[src/rtl/spi_switch_arb_pkg.sv]
// spi_switch_arb_pkg
//   Shared types and helpers for the arbitrated SPI wire switch.
//   - sw_state_e : arbitration FSM states
//   - idx_w()    : width of a port index for a given port count
//   - rr_dist()  : round-robin distance of a port from the slot after last_owner
package spi_switch_arb_pkg;

  typedef enum logic [1:0] {
    ST_IDLE  = 2'd0,
    ST_OWN   = 2'd1,
    ST_GUARD = 2'd2,
    ST_BLOCK = 2'd3
  } sw_state_e;

  // Port index width; at least one bit so PORTS=2 still has a usable index.
  function automatic int idx_w(input int n);
    return (n > 2) ? $clog2(n) : 1;
  endfunction

  // 0 for the port right after last, n-1 for last itself.
  function automatic int rr_dist(input int idx, input int last, input int n);
    return (idx + n - last - 1) % n;
  endfunction

endpackage

[src/rtl/spi_switch_arb_if.sv]
// spi_switch_arb_if
//   Bundle between the per-port SPI masters, the switch and the shared pins.
//   Arbitration : req (in), grant/owner/busy/timeout (out)
//   Shared bus  : mosi/sck/ss_L (out), miso (in)
//   Per port    : mosi_ports/sck_ports/ss_L_ports (in), miso_ports (out)
//   modport slave is the switch side; modport master is the masters/pins side.
interface spi_switch_arb_if
  import spi_switch_arb_pkg::*;
#(
  parameter int PORTS = 4
);
  localparam int OW = idx_w(PORTS);

  logic [PORTS-1:0] req;
  logic [PORTS-1:0] grant;
  logic [OW-1:0]    owner;
  logic             busy;
  logic             timeout;

  logic             mosi;
  logic             miso;
  logic             sck;
  logic             ss_L;

  logic [PORTS-1:0] mosi_ports;
  logic [PORTS-1:0] miso_ports;
  logic [PORTS-1:0] sck_ports;
  logic [PORTS-1:0] ss_L_ports;

  modport slave (
    input  req, miso, mosi_ports, sck_ports, ss_L_ports,
    output grant, owner, busy, timeout, mosi, sck, ss_L, miso_ports
  );

  modport master (
    output req, miso, mosi_ports, sck_ports, ss_L_ports,
    input  grant, owner, busy, timeout, mosi, sck, ss_L, miso_ports
  );

endinterface

[src/rtl/spi_rr_arbiter.sv]
// spi_rr_arbiter
//   Combinational round-robin picker.
//   req        : per-port request
//   mask       : ports excluded from this pick
//   last_owner : previous winner; search starts at last_owner+1, wraps
//   valid      : some unmasked port is requesting
//   winner     : index of the chosen port (0 when !valid)
module spi_rr_arbiter
  import spi_switch_arb_pkg::*;
#(
  parameter int PORTS = 4,
  parameter int OW    = idx_w(PORTS)
) (
  input  logic [PORTS-1:0] req,
  input  logic [PORTS-1:0] mask,
  input  logic [OW-1:0]    last_owner,
  output logic             valid,
  output logic [OW-1:0]    winner
);

  logic [PORTS-1:0] elig;
  int               best_d;

  assign elig = req & ~mask;

  // Keep the eligible port with the smallest distance from last_owner+1.
  always_comb begin
    valid  = 1'b0;
    winner = '0;
    best_d = PORTS;
    for (int i = 0; i < PORTS; i++) begin
      if (elig[i] && (rr_dist(i, int'(last_owner), PORTS) < best_d)) begin
        best_d = rr_dist(i, int'(last_owner), PORTS);
        valid  = 1'b1;
        winner = OW'(i);
      end
    end
  end

endmodule

[src/rtl/spi_switch_arb.sv]
// spi_switch_arb
//   Connects PORTS SPI masters to one shared SPI bus. Ownership is granted by
//   a round-robin request/grant handshake; the bus is parked for GUARD_CYCLES
//   between owners, and an optional MAX_HOLD limit revokes a stuck owner.
//   clk, rst : clock and synchronous active-high reset
//   sw       : arbitration handshake, shared bus and per-port SPI wires
//   Parameters: PORTS (2..16), GUARD_CYCLES (>=1), MAX_HOLD (0 = no limit),
//   CPOL (parked sck level).
module spi_switch_arb
  import spi_switch_arb_pkg::*;
#(
  parameter int   PORTS        = 4,
  parameter int   GUARD_CYCLES = 2,
  parameter int   MAX_HOLD     = 0,
  parameter logic CPOL         = 1'b0
) (
  input logic             clk,
  input logic             rst,
  spi_switch_arb_if.slave sw
);

  localparam int OW = idx_w(PORTS);
  localparam int HW = $clog2(MAX_HOLD + 2);
  localparam int GW = $clog2(GUARD_CYCLES + 1);

  sw_state_e        state_q, nxt_state;
  logic [OW-1:0]    owner_q, nxt_owner;
  logic [OW-1:0]    last_q,  nxt_last;
  logic [PORTS-1:0] grant_q, nxt_grant;
  logic [PORTS-1:0] mask_q,  nxt_mask;
  logic             busy_q;
  logic [HW-1:0]    hold_q;
  logic [GW-1:0]    guard_q;

  logic [PORTS-1:0] sel;
  logic [PORTS-1:0] miso_route;
  logic [PORTS-1:0] mask_live;
  logic             own_req;
  logic             hold_hit;
  logic             guard_done;
  logic             arb_vld;
  logic [OW-1:0]    arb_win;

  spi_rr_arbiter #(
    .PORTS (PORTS),
    .OW    (OW)
  ) u_arb (
    .req        (sw.req),
    .mask       (mask_q),
    .last_owner (last_q),
    .valid      (arb_vld),
    .winner     (arb_win)
  );

  // A revoked port stays masked only while it keeps requesting; the first
  // cycle its req is low releases it.
  assign mask_live  = mask_q & sw.req;
  assign own_req    = |(sel & sw.req);
  assign hold_hit   = (MAX_HOLD != 0) && (state_q == ST_OWN) &&
                      (hold_q == HW'(MAX_HOLD));
  assign guard_done = (guard_q == GW'(GUARD_CYCLES - 1));

  always_comb begin
    nxt_state = state_q;
    nxt_owner = owner_q;
    nxt_last  = last_q;
    nxt_mask  = mask_live;
    nxt_grant = '0;
    case (state_q)
      // BLOCK arbitrates like IDLE (mask applied by the picker) and falls
      // back to IDLE once the revoked port lets go of req.
      ST_IDLE, ST_BLOCK: begin
        if ((state_q == ST_BLOCK) && !(|mask_live)) begin
          nxt_state = ST_IDLE;
        end else if (arb_vld) begin
          nxt_state = ST_OWN;
          nxt_owner = arb_win;
          nxt_last  = arb_win;
        end
      end
      ST_OWN: begin
        if (!own_req) begin
          nxt_state = ST_GUARD;
        end else if (hold_hit) begin
          nxt_state = ST_GUARD;
          nxt_mask  = mask_live | (sel & sw.req);
        end
      end
      ST_GUARD: begin
        if (guard_done) nxt_state = (|mask_live) ? ST_BLOCK : ST_IDLE;
      end
      default: nxt_state = ST_IDLE;
    endcase
    for (int i = 0; i < PORTS; i++) begin
      nxt_grant[i] = (nxt_state == ST_OWN) && (nxt_owner == OW'(i));
    end
  end

  always_ff @(posedge clk) begin
    if (rst) begin
      state_q <= ST_IDLE;
      owner_q <= '0;
      last_q  <= OW'(PORTS - 1);
      grant_q <= '0;
      busy_q  <= 1'b0;
      mask_q  <= '0;
      hold_q  <= '0;
      guard_q <= '0;
    end else begin
      state_q <= nxt_state;
      owner_q <= nxt_owner;
      last_q  <= nxt_last;
      grant_q <= nxt_grant;
      busy_q  <= (nxt_state == ST_OWN);
      mask_q  <= nxt_mask;
      // Loaded with 1 on the edge that enters OWN, so the first owned cycle
      // reads 1 and the grant lasts exactly MAX_HOLD cycles.
      hold_q  <= (state_q == ST_OWN)   ? hold_q + 1'b1  : HW'(1);
      guard_q <= (state_q == ST_GUARD) ? guard_q + 1'b1 : '0;
    end
  end

  // Routing: per-port select from the registered owner; nothing is selected
  // while not busy, which parks every shared output.
  for (genvar p = 0; p < PORTS; p++) begin : g_route
    assign sel[p]        = busy_q && (owner_q == OW'(p));
    assign miso_route[p] = sel[p] & sw.miso;
  end

  assign sw.miso_ports = miso_route;
  assign sw.mosi       = |(sel & sw.mosi_ports);
  assign sw.sck        = busy_q ? |(sel & sw.sck_ports) : CPOL;
  assign sw.ss_L       = ~|(sel & ~sw.ss_L_ports);

  assign sw.grant   = grant_q;
  assign sw.owner   = owner_q;
  assign sw.busy    = busy_q;
  assign sw.timeout = hold_hit & own_req;

endmodule
[src/flat_wrapper.sv]
// flat-port wrapper written by rule: the top's interface ports become plain ports
module spi_switch_arb_flat import spi_switch_arb_pkg::*;
#(
  parameter int   PORTS        = 4,
  parameter int   GUARD_CYCLES = 2,
  parameter int   MAX_HOLD     = 0,
  parameter logic CPOL         = 1'b0
)
  (clk, rst, sw_req, sw_miso, sw_mosi_ports, sw_sck_ports, sw_ss_L_ports, sw_grant, sw_owner, sw_busy, sw_timeout, sw_mosi, sw_sck, sw_ss_L, sw_miso_ports);
  spi_switch_arb_if #(.PORTS(PORTS)) sw_i ();
  input logic clk;
  input logic rst;
  input wire logic [$bits(sw_i.req)-1:0] sw_req;
  input wire logic [$bits(sw_i.miso)-1:0] sw_miso;
  input wire logic [$bits(sw_i.mosi_ports)-1:0] sw_mosi_ports;
  input wire logic [$bits(sw_i.sck_ports)-1:0] sw_sck_ports;
  input wire logic [$bits(sw_i.ss_L_ports)-1:0] sw_ss_L_ports;
  output wire logic [$bits(sw_i.grant)-1:0] sw_grant;
  output wire logic [$bits(sw_i.owner)-1:0] sw_owner;
  output wire logic [$bits(sw_i.busy)-1:0] sw_busy;
  output wire logic [$bits(sw_i.timeout)-1:0] sw_timeout;
  output wire logic [$bits(sw_i.mosi)-1:0] sw_mosi;
  output wire logic [$bits(sw_i.sck)-1:0] sw_sck;
  output wire logic [$bits(sw_i.ss_L)-1:0] sw_ss_L;
  output wire logic [$bits(sw_i.miso_ports)-1:0] sw_miso_ports;
  assign sw_i.req = sw_req;
  assign sw_i.miso = sw_miso;
  assign sw_i.mosi_ports = sw_mosi_ports;
  assign sw_i.sck_ports = sw_sck_ports;
  assign sw_i.ss_L_ports = sw_ss_L_ports;
  assign sw_grant = sw_i.grant;
  assign sw_owner = sw_i.owner;
  assign sw_busy = sw_i.busy;
  assign sw_timeout = sw_i.timeout;
  assign sw_mosi = sw_i.mosi;
  assign sw_sck = sw_i.sck;
  assign sw_ss_L = sw_i.ss_L;
  assign sw_miso_ports = sw_i.miso_ports;
  spi_switch_arb #(.PORTS(PORTS), .GUARD_CYCLES(GUARD_CYCLES), .MAX_HOLD(MAX_HOLD), .CPOL(CPOL)) u_core (.clk(clk), .rst(rst), .sw(sw_i));
endmodule
[config.mk]
export PLATFORM = sky130hd
export DESIGN_NAME = spi_switch_arb_flat
export DESIGN_NICKNAME = d
export VERILOG_FILES = /design/src/rtl/spi_switch_arb_pkg.sv /design/src/rtl/spi_switch_arb_if.sv /design/src/rtl/spi_rr_arbiter.sv /design/src/rtl/spi_switch_arb.sv /design/src/flat_wrapper.sv
export SDC_FILE = /design/constraint.sdc
export NUM_CORES = 1
export LEC_CHECK = 0
export CELL_PAD_IN_SITES_DETAIL_PLACEMENT = 1
export CELL_PAD_IN_SITES_GLOBAL_PLACEMENT = 1
export CORE_UTILIZATION = 37
export CTS_CLUSTER_DIAMETER = 100
export CTS_CLUSTER_SIZE = 24
export DETAILED_ROUTE_END_ITERATION = 7
export PLACE_DENSITY_LB_ADDON = 0.1
export REMOVE_ABC_BUFFERS = 1
export SYNTH_ARGS = -nofsm -noshare
export SYNTH_HDL_FRONTEND = slang
export SYNTH_HIERARCHICAL = 1
export SYNTH_SLANG_ARGS = --single-unit
[constraint.sdc]
create_clock -name clk -period 6.7 [get_ports clk]
set_input_delay 1.34 -clock clk [delete_from_list [all_inputs] [get_ports clk]]
set_output_delay 1.34 -clock clk [all_outputs]
set_load 0.02 [all_outputs]
==> run metrics <==
min Tclk post-route 6.21 ns; sum of buffers and inverters on the critical path 2; vias per std cell 5.27; Rows 22; Worst Path Required 6.85 ns; Synth area leaders dfxtp_1 (24%), ha_1 (13%), mux4_2 (4.8%); # resized after CTS 0; Place WS 0.245 ns; die area 4080 sq um; Synth Area per Inst 9.15 sq um; hold_ws 0.425 ns; Crit path max-delay family simple AND/OR/NAND/NOR gates; yosys warns 6; CTS Buffer Depth 2; Slew @ Worst Pin 0.552 ns; Detail Placement HPWL 2920 um; Yosys top cell area share 24.0%; final worst slack 0.488 ns; initial antenna violation count 0; H-Tree Depth 1; Critical Path Slowest Stage Cell clkdlybuf4s50_1; Critical Path End Type flip-flop; VDD IR max 166 uV; Pre-Repair DR Iteration Count 4; Clock Latency Late Sink 0.25 ns; drt total wl 3510 um; Initial Util 38.7%; Fillers 430; antenna-violating nets left 0; Pwr Total 0.750 mW; power density over the cells 416 nW/um^2; outcome finished, final reports clean; drt wl/cell 15.1 um; final setup violating endpoints 0; register area share after synthesis 24.0%; leading area contributor after synthesis dfxtp_1; critical path class in2reg; DP Area 1760 sq um; met3 Track Usage GR 2.68%; final instance area 1800 sq um; Clock Skews 0.00228 ns; post-synthesis cell count 155; setup bufs post-CTS 0; most used routing layer in global routing met2; most frequent cells in the layout clkdlybuf4s50_1 (32), dfxtp_1 (17), nor2_1 (15), ha_1 (15), inv_1 (13); TritonCTS buffer count 3; RSZ-0062 raised after global routing no; Final Net Count 220; Routability Congestion 0.944; Hold Vio Cnt, Final 0; TritonCTS clock tree done; P&R area growth vs syn 27.3%; maximum clock rate 161 MHz; Max transition margin 62.8%; Top-Level Pins 34; worst hold path type reg2reg; Slew Viols, Final 0; max-capacitance violation count 0; core area 3660 sq um; clock-pin slew on the worst setup and hold paths 0.07 ns; Vias 1229; n_diodes 0; DP Cell Count 229; Worst Path Max Fanout 7; met1 usage 21.3%; max incr delay on CP 0.53 ns; post-layout util 49.3%; vias in the first global route 1296; Yosys reg bits 17; CTS hold repair buffers 0; total track usage 18.8%; arrival time at the worst endpoint 6.37 ns; Yosys cell types 51; Cell Chain, Critical Path clkdlybuf4s50_1 -> nor2b_1 -> ha_1 -> nand2b_1 -> a21oi_1 -> nor4_1 -> inv_1 -> ha_1 -> or3b_1 -> a211o_1 -> a41oi_4 -> mux2i_1 -> a21oi_1 -> ha_1 -> a21oi_1 -> nand2_1 -> o31ai_2 -> mux2i_4 -> and3b_1; setup TNS 0 ns; period utilization 92.7%; grt ovf 0; leakage power 0.716 nW; CTS sink cnt 17; first-pass GRT wire length 5970 um; CP Launch Type input port; die height 63.9 um; number of DRC markers in iteration 0 58; GRT met2 Usage 33.8%; # DRC 0; PortBufs 32; layout cells sized above 1 15.1%; Clk Tree Root Cell clkbuf_8; Cell Area, Synth 1420 sq um; largest net degree at the start of global routing 13; Finished Layout Cells 233; die width 63.9 um; commonest non-fill, non-tap cell in the layout clkdlybuf4s50_1
-- flip-flops by register name (all words and copies together) (netlist names) --
register and flops:
u_core/guard_q 2, u_core/last_q 2, u_core/mask_q 4, u_core/state_q 2, u_core/sw.busy 1, u_core/sw.grant 4, u_core/sw.owner 2
-- cells in the mapped netlist, drive strengths merged --
library cell,n
o21bai,1
o31ai,3
a21oi,5
inv,13
ha,15
o21ai,2
a22o,1
o2111ai,2
conb,2
o22ai,1
nor2,15
nand2b,5
a31o,1
nor4,3
clkbuf,1
a211oi,1
a21boi,1
buf,5
o21a,1
a311oi,1
or3b,1
and3b,2
nand3,3
nor2b,6
and3,3
and2b,2
a22oi,2
xor2,1
and2,3
or2,2
nor3,3
o211ai,2
mux2i,6
dfxtp,17
or4,1
a211o,4
mux4,3
nand2,10
a41oi,2
nor3b,3
-- report_power, final --
| part | total [mW] | switching, mW | internal (mW) |
|---|---|---|---|
| Sequential | 0.163 | 0.0377 | 0.125 |
| Combinational | 0.510 | 0.265 | 0.246 |
| Clock | 0.0774 | 0.0361 | 0.0413 |
| Total | 0.750 | 0.338 | 0.412 |
-- kinds of logic after synthesis --
group / after synthesis / share of synthesized area [%]
xor+xnor: 1 / 0.618
compound gates: 30 / 19.2
simple gates: 62 / 25.4
flops: 17 / 24.0
buf+inv: 19 / 6.27
other cells: 2 / 0.530
fa+ha+maj: 15 / 13.2
mux: 9 / 10.8
-- path summary, 6_finish.rpt --
check / cells after the start / to / from / slack [ns]
min: 1 / u_core/guard_q[0] / u_core/guard_q[0] / 0.43
max reg2reg: 20 / u_core/sw.grant[0] / u_core/last_q[0] / 1.18
max: 19 / u_core/sw.grant[0] / sw_req[0] / 0.49
min reg2reg: 1 / u_core/guard_q[0] / u_core/guard_q[0] / 0.43
-- layout make-up --
type | count | area, sq um | area share [%]
clock buffer | 3 | 41.3 | 2.29
clock inverter | 1 | 5.00 | 0.277
inverter | 13 | 48.8 | 2.70
multi-input combinational | 119 | 988 | 54.8
sequential | 17 | 340 | 18.9
tap | 48 | 60.1 | 3.33
timing repair buffer | 32 | 320 | 17.8
-- layer usage --
layer	routed length, um	part of all wire (%)
met1	1530	44
met2	1860	53
met3	44	1.3
met4	80	2.3
met5	0	0
No activity file was read; power rests on OpenSTA's default activity.
